## src/rtl/dmem_pkg.sv

```systemverilog
// Shared types and helpers for the data-memory arbiter.
// Size codes, FSM states, and the access legality check.
package dmem_pkg;

    localparam logic [2:0] SZ_B  = 3'b000;
    localparam logic [2:0] SZ_H  = 3'b001;
    localparam logic [2:0] SZ_W  = 3'b010;
    localparam logic [2:0] SZ_BU = 3'b100;
    localparam logic [2:0] SZ_HU = 3'b101;

    typedef enum logic [1:0] {
        IDLE   = 2'd0,
        ACCESS = 2'd1,
        RESP   = 2'd2
    } state_e;

    // Zero marks an illegal size code.
    function automatic logic [2:0] size_bytes(input logic [2:0] size);
        case (size)
            SZ_B, SZ_BU: size_bytes = 3'd1;
            SZ_H, SZ_HU: size_bytes = 3'd2;
            SZ_W:        size_bytes = 3'd4;
            default:     size_bytes = 3'd0;
        endcase
    endfunction

    function automatic logic access_err(
        input logic        we,
        input logic [2:0]  size,
        input logic [31:0] addr,
        input logic [31:0] mem_bytes
    );
        logic [2:0]  n;
        logic [32:0] last;
        logic [32:0] top;
        n    = size_bytes(size);
        last = {1'b0, addr} + {30'b0, n} - 33'd1;
        top  = {1'b0, mem_bytes} - 33'd1;
        access_err = (n == 3'd0)
                   || (we && size[2])
                   || (((size == SZ_H) || (size == SZ_HU)) && addr[0])
                   || ((size == SZ_W) && (addr[1:0] != 2'b00))
                   || (last > top);
    endfunction

endpackage

```

## src/rtl/dmem_arbiter_rr_arb2.sv

```systemverilog
// Two-requester round-robin grant logic.
// The side that did not win last time takes a contended cycle.
module rr_arb2 (
    input  logic [1:0] req,
    input  logic       en,
    input  logic       last_grant,
    output logic [1:0] gnt
);

    always_comb begin
        gnt = 2'b00;
        if (en) begin
            unique case (req)
                2'b01:   gnt = 2'b01;
                2'b10:   gnt = 2'b10;
                2'b11:   gnt = last_grant ? 2'b01 : 2'b10;
                default: gnt = 2'b00;
            endcase
        end
    end

endmodule

```

## src/rtl/dmem_arbiter.sv

```systemverilog
// Round-robin sequencer sharing the data memory between two requesters.
// One access per two cycles: accept, memory cycle, registered response.
module dmem_arbiter
    import dmem_pkg::*;
#(
    parameter int ADDR_W    = 12,
    parameter int DATA_W    = 32,
    parameter int MEM_BYTES = 4096
) (
    input  logic                  clk,
    input  logic                  rst_n,
    input  logic [1:0]            req_valid,
    output logic [1:0]            req_ready,
    input  logic [1:0]            req_we,
    input  logic [5:0]            req_size,
    input  logic [2*ADDR_W-1:0]   req_addr,
    input  logic [2*DATA_W-1:0]   req_wdata,
    output logic [1:0]            rsp_valid,
    output logic [DATA_W-1:0]     rsp_rdata,
    output logic                  rsp_err,
    output logic                  mem_read,
    output logic                  mem_write,
    output logic [ADDR_W-1:0]     mem_addr,
    output logic [DATA_W-1:0]     mem_wdata,
    output logic [2:0]            mem_byte_select,
    input  logic [DATA_W-1:0]     mem_rdata
);

    state_e              state_q, state_d;
    logic                port_q, port_d;
    logic                we_q, we_d;
    logic [2:0]          size_q, size_d;
    logic [ADDR_W-1:0]   addr_q, addr_d;
    logic [DATA_W-1:0]   wdata_q, wdata_d;
    logic                err_q, err_d;
    logic [DATA_W-1:0]   rdata_q, rdata_d;
    logic                last_grant_q, last_grant_d;

    logic [1:0]          gnt;
    logic                en;
    logic                accept;
    logic                sel;
    logic                sel_we;
    logic [2:0]          sel_size;
    logic [ADDR_W-1:0]   sel_addr;
    logic [DATA_W-1:0]   sel_wdata;
    logic                in_acc;
    logic                in_rsp;

    // Nothing is accepted while the memory cycle is in flight.
    assign en = rst_n && (state_q != ACCESS);

    rr_arb2 u_arb (
        .req        (req_valid),
        .en         (en),
        .last_grant (last_grant_q),
        .gnt        (gnt)
    );

    assign req_ready = gnt;
    assign accept    = |gnt;
    assign sel       = gnt[1];
    assign sel_we    = sel ? req_we[1] : req_we[0];
    assign sel_size  = sel ? req_size[5:3] : req_size[2:0];
    assign sel_addr  = sel ? req_addr[2*ADDR_W-1:ADDR_W]
                           : req_addr[ADDR_W-1:0];
    assign sel_wdata = sel ? req_wdata[2*DATA_W-1:DATA_W]
                           : req_wdata[DATA_W-1:0];

    always_comb begin
        state_d      = state_q;
        port_d       = port_q;
        we_d         = we_q;
        size_d       = size_q;
        addr_d       = addr_q;
        wdata_d      = wdata_q;
        err_d        = err_q;
        rdata_d      = rdata_q;
        last_grant_d = last_grant_q;
        unique case (state_q)
            IDLE, RESP: state_d = accept ? ACCESS : IDLE;
            ACCESS: begin
                state_d = RESP;
                rdata_d = (we_q || err_q) ? '0 : mem_rdata;
            end
            default: state_d = IDLE;
        endcase
        if (accept) begin
            port_d       = sel;
            we_d         = sel_we;
            size_d       = sel_size;
            addr_d       = sel_addr;
            wdata_d      = sel_wdata;
            err_d        = access_err(sel_we, sel_size, 32'(sel_addr),
                                      32'(MEM_BYTES));
            last_grant_d = sel;
        end
    end

    always_ff @(posedge clk or negedge rst_n) begin
        if (!rst_n) begin
            state_q      <= IDLE;
            port_q       <= 1'b0;
            we_q         <= 1'b0;
            size_q       <= 3'b000;
            addr_q       <= '0;
            wdata_q      <= '0;
            err_q        <= 1'b0;
            rdata_q      <= '0;
            last_grant_q <= 1'b1;
        end else begin
            state_q      <= state_d;
            port_q       <= port_d;
            we_q         <= we_d;
            size_q       <= size_d;
            addr_q       <= addr_d;
            wdata_q      <= wdata_d;
            err_q        <= err_d;
            rdata_q      <= rdata_d;
            last_grant_q <= last_grant_d;
        end
    end

    // Decoded from the state flop so reset kills a write at once.
    assign in_acc = (state_q == ACCESS);
    assign in_rsp = (state_q == RESP);

    assign mem_read        = in_acc && !we_q && !err_q;
    assign mem_write       = in_acc && we_q && !err_q;
    assign mem_addr        = in_acc ? addr_q : '0;
    assign mem_wdata       = in_acc ? wdata_q : '0;
    assign mem_byte_select = in_acc ? size_q : 3'b000;

    assign rsp_valid = in_rsp ? (port_q ? 2'b10 : 2'b01) : 2'b00;
    assign rsp_rdata = in_rsp ? rdata_q : '0;
    assign rsp_err   = in_rsp && err_q;

endmodule
```

## config.mk

```make
export PLATFORM = sky130hd
export DESIGN_NAME = dmem_arbiter
export DESIGN_NICKNAME = d
export VERILOG_FILES = /design/src/rtl/dmem_pkg.sv /design/src/rtl/dmem_arbiter_rr_arb2.sv /design/src/rtl/dmem_arbiter.sv
export SDC_FILE = /design/constraint.sdc
export NUM_CORES = 1
export LEC_CHECK = 0
export ABC_CLOCK_PERIOD_IN_PS = 5000
export CORE_MARGIN = 3
export CORE_UTILIZATION = 42
export DETAILED_ROUTE_END_ITERATION = 7
export GPL_ROUTABILITY_DRIVEN = 0
export MAX_ROUTING_LAYER = met4
export PLACE_DENSITY = 0.92
export SYNTH_ARGS = -nofsm -noshare
export SYNTH_HDL_FRONTEND = slang
export SYNTH_SLANG_ARGS = --single-unit
```

## constraint.sdc

```tcl
create_clock -name clk -period 5 [get_ports clk]
set_clock_uncertainty 0.05 [all_clocks]
set_input_delay 1 -clock clk [delete_from_list [all_inputs] [get_ports clk]]
set_output_delay 1 -clock clk [all_outputs]
set_load 0.005 [all_outputs]
```

After elaboration in Yosys (flattened, before gate mapping)
Index checks and enable logic that the tools add are counted.

$add $sub $neg: 2. Magnitude comparators: 1. Eq/ne operators: 10. Muxes and demuxes: 18. Reduce and logical (&&, ||, !) cells: 25.

Operators by type and width (number): two-way mux 32 bit (4); > comparator 33 x 12 -> 1 bit (second input constant) (1); two-way mux 12 bit (2); subtractor 13 x 1 -> 14 bit (second input constant) (1); adder 12 x 3 -> 13 bit (1); logical AND 1 bit (9); two-way mux 3 bit (3); one-hot mux 3 bit (3 select lines) (1); two-way mux 2 bit (4); OR reduction 2 bit (4); == test 2 bit (second input constant) (3); == test 3 bit (second input constant) (2); logical NOT 3 bit (2); logical OR 1 bit (6); one-hot mux 2 bit (3 select lines) (1); == test 2 x 1 -> 1 bit (second input constant) (2); one-hot mux 2 bit (2 select lines) (1); == test 3 x 1 -> 1 bit (second input constant) (1); == test 3 x 2 -> 1 bit (second input constant) (1); logical NOT 1 bit (2); logical NOT 2 bit (1); two-way mux 1 bit (2); != test 2 x 1 -> 1 bit (second input constant) (1); nonzero test 2 bit (1).

Bits in registers: 85. Input bits: 132. Word-level logic and storage cells: 65.

Depth between registers and ports, before layout
Depth in word-level cells: 13. Depth in mapped cells: 18.

Modules after synthesis
From an unflattened synthesis, not the netlist that was laid out.

Cells, all modules: 462. Area, all modules: 4616.9 sq um.

Modules (own cells, without submodules): dmem_arbiter (instances 1, cells each 457, area an instance 4595.7 sq um, seq. area each 2128.3 sq um); rr_arb2 (instances 1, cells each 5, area an instance 21.3 sq um, seq. area each 0.0 sq um).

Worst setup path before layout
Ideal clock, no wire load.

Kind: input to register. Start: input port req_valid[0]. End: register err_q. Library setup time: 0.088 ns. Data arrival time: 3.763 ns. Slack: 1.098 ns. Cell stages on the path: 14. Path buffers: 2. Path through: and2_1 -> or3_1 -> buf_2 -> buf_2 -> nor4b_1 -> a31oi_1 -> ha_1 -> inv_1 -> ha_1 -> a211o_1 -> o211ai_1 -> a21oi_1 -> or4b_1 -> a41oi_1.

Cells in the longest elaborated chain, start to end: 13. Elaborated cells on any way between the ends: 31. Classes of those cells: add/sub (2); order compare (1); eq/ne (7); mux (7); reduce/logical (14).

Ends and longest elaborated chain: start, declared (line dmem_arbiter.sv:12) `input logic [1:0] req_valid,`; == test 2 bit / == test 2 x 1 -> 1 bit (equally long branches) (line dmem_arbiter_rr_arb2.sv:13) `unique case (req)`; one-hot mux 2 bit (3 select lines) (*) (line dmem_arbiter_rr_arb2.sv:13); two-way mux 2 bit (*) (line dmem_arbiter_rr_arb2.sv:12) `if (en) begin`; parallel branches: the longest is 10 deep, another holds > comparator 33 x 12 -> 1 bit; end signal, assigned (line dmem_arbiter.sv:118) `err_q <= err_d;`; end, declared (line dmem_arbiter.sv:35) `logic err_q, err_d;`.

Mark *: on every way between the ends. The select of a mux whose other input is x is not followed. A chain may end at the register's enable or synchronous reset.

Final worst setup path
Start: input port req_valid[1]. End: register err_q.

The elaborated chain is that of the path after synthesis.

==> impl_metrics.csv <==
group,metric,value,unit
status,status,"completed",
clock_network,tritoncts,"yes",
final_layout,nets,830,
clock_network,cts_setup_buffers,0,
routing,via_per_inst,5.220,
clock_network,clockRootBuffer,"clkbuf_8",
floorplanning,start_util,0.4395,
global_routing,grt_max_degree,100,
sta,finalCritPeriodShare,0.8567,
global_routing,grt_pass1_vias,4284,
global_routing,antenna_found_initial,0,
final_layout,n_antenna_cell,0,
setup_path,crit_fanout,11,
synthesis,synthArstFlopShare,1.000,
floorplanning,die_x,111.1,um
routing,drc,0,
min_path,hold_path.class,"reg2reg",
setup_path,crit_slowest_cell,"or3_2",
clock_network,cts_sinks,85,
placement,dp_hpwl,10030,um
routing,wirelength,13340,um
sta,final-hold-violation-count,0,
final_layout,drive_gt1_frac,0.04658,
global_routing,overflow,0,
sta,slew_headroom,0.4593,
sta,rsz0062_at_grt,"false",
floorplanning,pin_count,218,
pwr,peakVddDrop,138.4,uV
sta,period_needed,4.284,ns
synthesis,synth_edf_count,0,
sta,setup_tns,0,ns
synthesis,ys_seq_area_frac,0.4587,
global_routing,grt_pass1_wl,21600,um
routing,ant_nets,0,
floorplanning,die_area,12340,sq um
clock_network,cts_max_path_buffers,2,
routing,vias,4296,
setup_path,worstPathArrival,4.44,ns
synthesis,synth-seq-cells,85,
clock_network,clkTransAtPathRegs,0.08,ns
synthesis,synthFlopType,"dfrtp_1",
final_layout,final_cell_mix,"clkdlybuf4s50_1 (216), dfrtp_1 (84), and2_1 (82)",
synthesis,netlist_instances,475,
routing,drtPass1Iterations,5,
setup_path,critical_path.max_stage_delay,0.60,ns
setup_path,worstPathRequired,5.15,ns
synthesis,ys_types,44,
placement,portBuffers,217,
sta,drv_slew,0,
floorplanning,die_h,111.1,um
sta,setup-violations-final,0,
sta,fmax,233.5,MHz
final_layout,area_growth_syn_to_layout,53.29,%
routing,routedWlPerCell,16.21,um
clock_network,ctsResizeCount,0,
synthesis,syn_area_per_cell,9.767,sq um
synthesis,syn-cell-area,4639,sq um
pwr,p_leak,3.334,nW
sta,worstMarginPinSlew,0.8111,ns
pwr,p_total,0.001846,W
floorplanning,num_rows,37,
routing,drtIter0Drc,323,
sta,fin_hold_ws,0.4115,ns
setup_path,crit_path_end_kind,"register",
synthesis,synth_warnings,0,
pwr,p_per_area,259.5,nW/um^2
clock_network,hold_buffers,0,
clock_network,htree_num_levels,3,
clock_network,worstSkewPairLatency,0.34,ns
clock_network,cts_inserted_buffers,9,
global_routing,grtUsageTotal,0.2205,
synthesis,synth_nets,623,
floorplanning,coreArea,10560,sq um
setup_path,critPathLaunchType,"input pin",
setup_path,path_class,"in2reg",
run,maxCapViolations,0,
final_layout,final_common_cell,"clkdlybuf4s50_1",
setup_path,crit_path_cell_trace,"clkdlybuf4s50_1 > nand2_1 > or3_2 > buf_4 > mux2i_1 > ha_1 > inv_1 > ha_1 > inv_1 > fa_1 > nand2b_1 > a21oi_1 > o21ai_0 > a221oi_2 > a41oi_1",
[routing by layer]
layer | GRT usage | wire (um) | vias to the layer above
met4 | 0.04785 | 116 | 0
met1 | 0.2794 | 5691 | 2084
met5 | - | 0 | -
met2 | 0.3701 | 6689 | 164
li1 | - | - | 2038
met3 | 0.04258 | 842 | 10
[logic make-up (layout without fill, tap and decap cells)]
group | Yosys count | count (layout) | synth area share
and+or+nand+nor | 158 | 158 | 0.1818
AOI/OAI and AO/OA | 115 | 115 | 0.1661
DFF | 85 | 85 | 0.4587
buffers and inverters | 54 | 266 | 0.04612
muxes | 47 | 47 | 0.1025
adders and majority gates | 16 | 16 | 0.04477
[cell usage after synthesis, types with 2 or more instances]
library cell   n  area share
o31ai_1        3      0.0049
o31a_1         3      0.0057
a211o_1        2      0.0038
ha_1          15       0.040
o21ai_0       51       0.055
nor2b_1        3      0.0040
nand2b_1       2      0.0027
and2_1        82        0.11
inv_1         22       0.018
a21oi_1        9      0.0097
clkbuf_1      23       0.019
mux2i_1       46       0.099
dfrtp_1       84        0.45
nor2_1        11      0.0089
a21o_1         2      0.0032
nand2_1       51       0.041
buf_2          6      0.0065
o211ai_1       3      0.0049
a22o_1        32       0.060
[state kept, by name, summed over array words and instances (netlist names)]
name	cells
size_q	3
last_grant_q	1
wdata_q	32
we_q	1
rdata_q	32
port_q	1
state_q	2
addr_q	12
err_q	1
[power breakdown]
group / total (W) / internal, W / switching [W]
clock network: 0.000451 / 0.000208 / 0.000243
registers: 0.000864 / 0.000802 / 0.0000621
logic: 0.000531 / 0.000294 / 0.000237
[final cells by class]
type / instances / area (sq um)
Clock buffer: 13 / 158.9
Multi-Input combinational cell: 336 / 2303
Sequential cell: 85 / 2128
Clock inverter: 3 / 20.02
Inverter: 23 / 86.33
Tap cell: 136 / 170.2
Fill cell: 844 / 3443
Timing Repair Buffer: 227 / 2245
[critical path: cells and delay by family]
kind,cells,cell delay (ns)
buffers and inverters,4,0.89
adders and majority gates,3,0.81
and+or+nand+nor,3,0.87
muxes,1,0.25
AOI/OAI and AO/OA,4,0.61
[final timing paths]
kind,start,depth (start not counted),slack [ns],end
hold reg to reg,state_q[0],1,0.41,state_q[0]
min in group asynchronous,rst_n,2,0.72,wdata_q[5]
setup reg to reg,state_q[0],15,1.46,err_q
max in group asynchronous,rst_n,3,3.24,last_grant_q
hold / removal,state_q[0],1,0.41,state_q[0]
setup / recovery,req_valid[1],15,0.72,err_q
[per-stage QoR]
step	instance area (sq um)	std cells	util	setup slack (ns)
finish	7112	823	0.6738	0.7164
global route	7112	823	0.6738	0.5361
CTS	7112	823	0.6738	0.7352
detailed placement	6933	807	0.6568	0.3826
global placement	6933	807	0.6568	0.5712
floorplan	4639	475	-	1.098
Power figures use the tool's default switching activity.
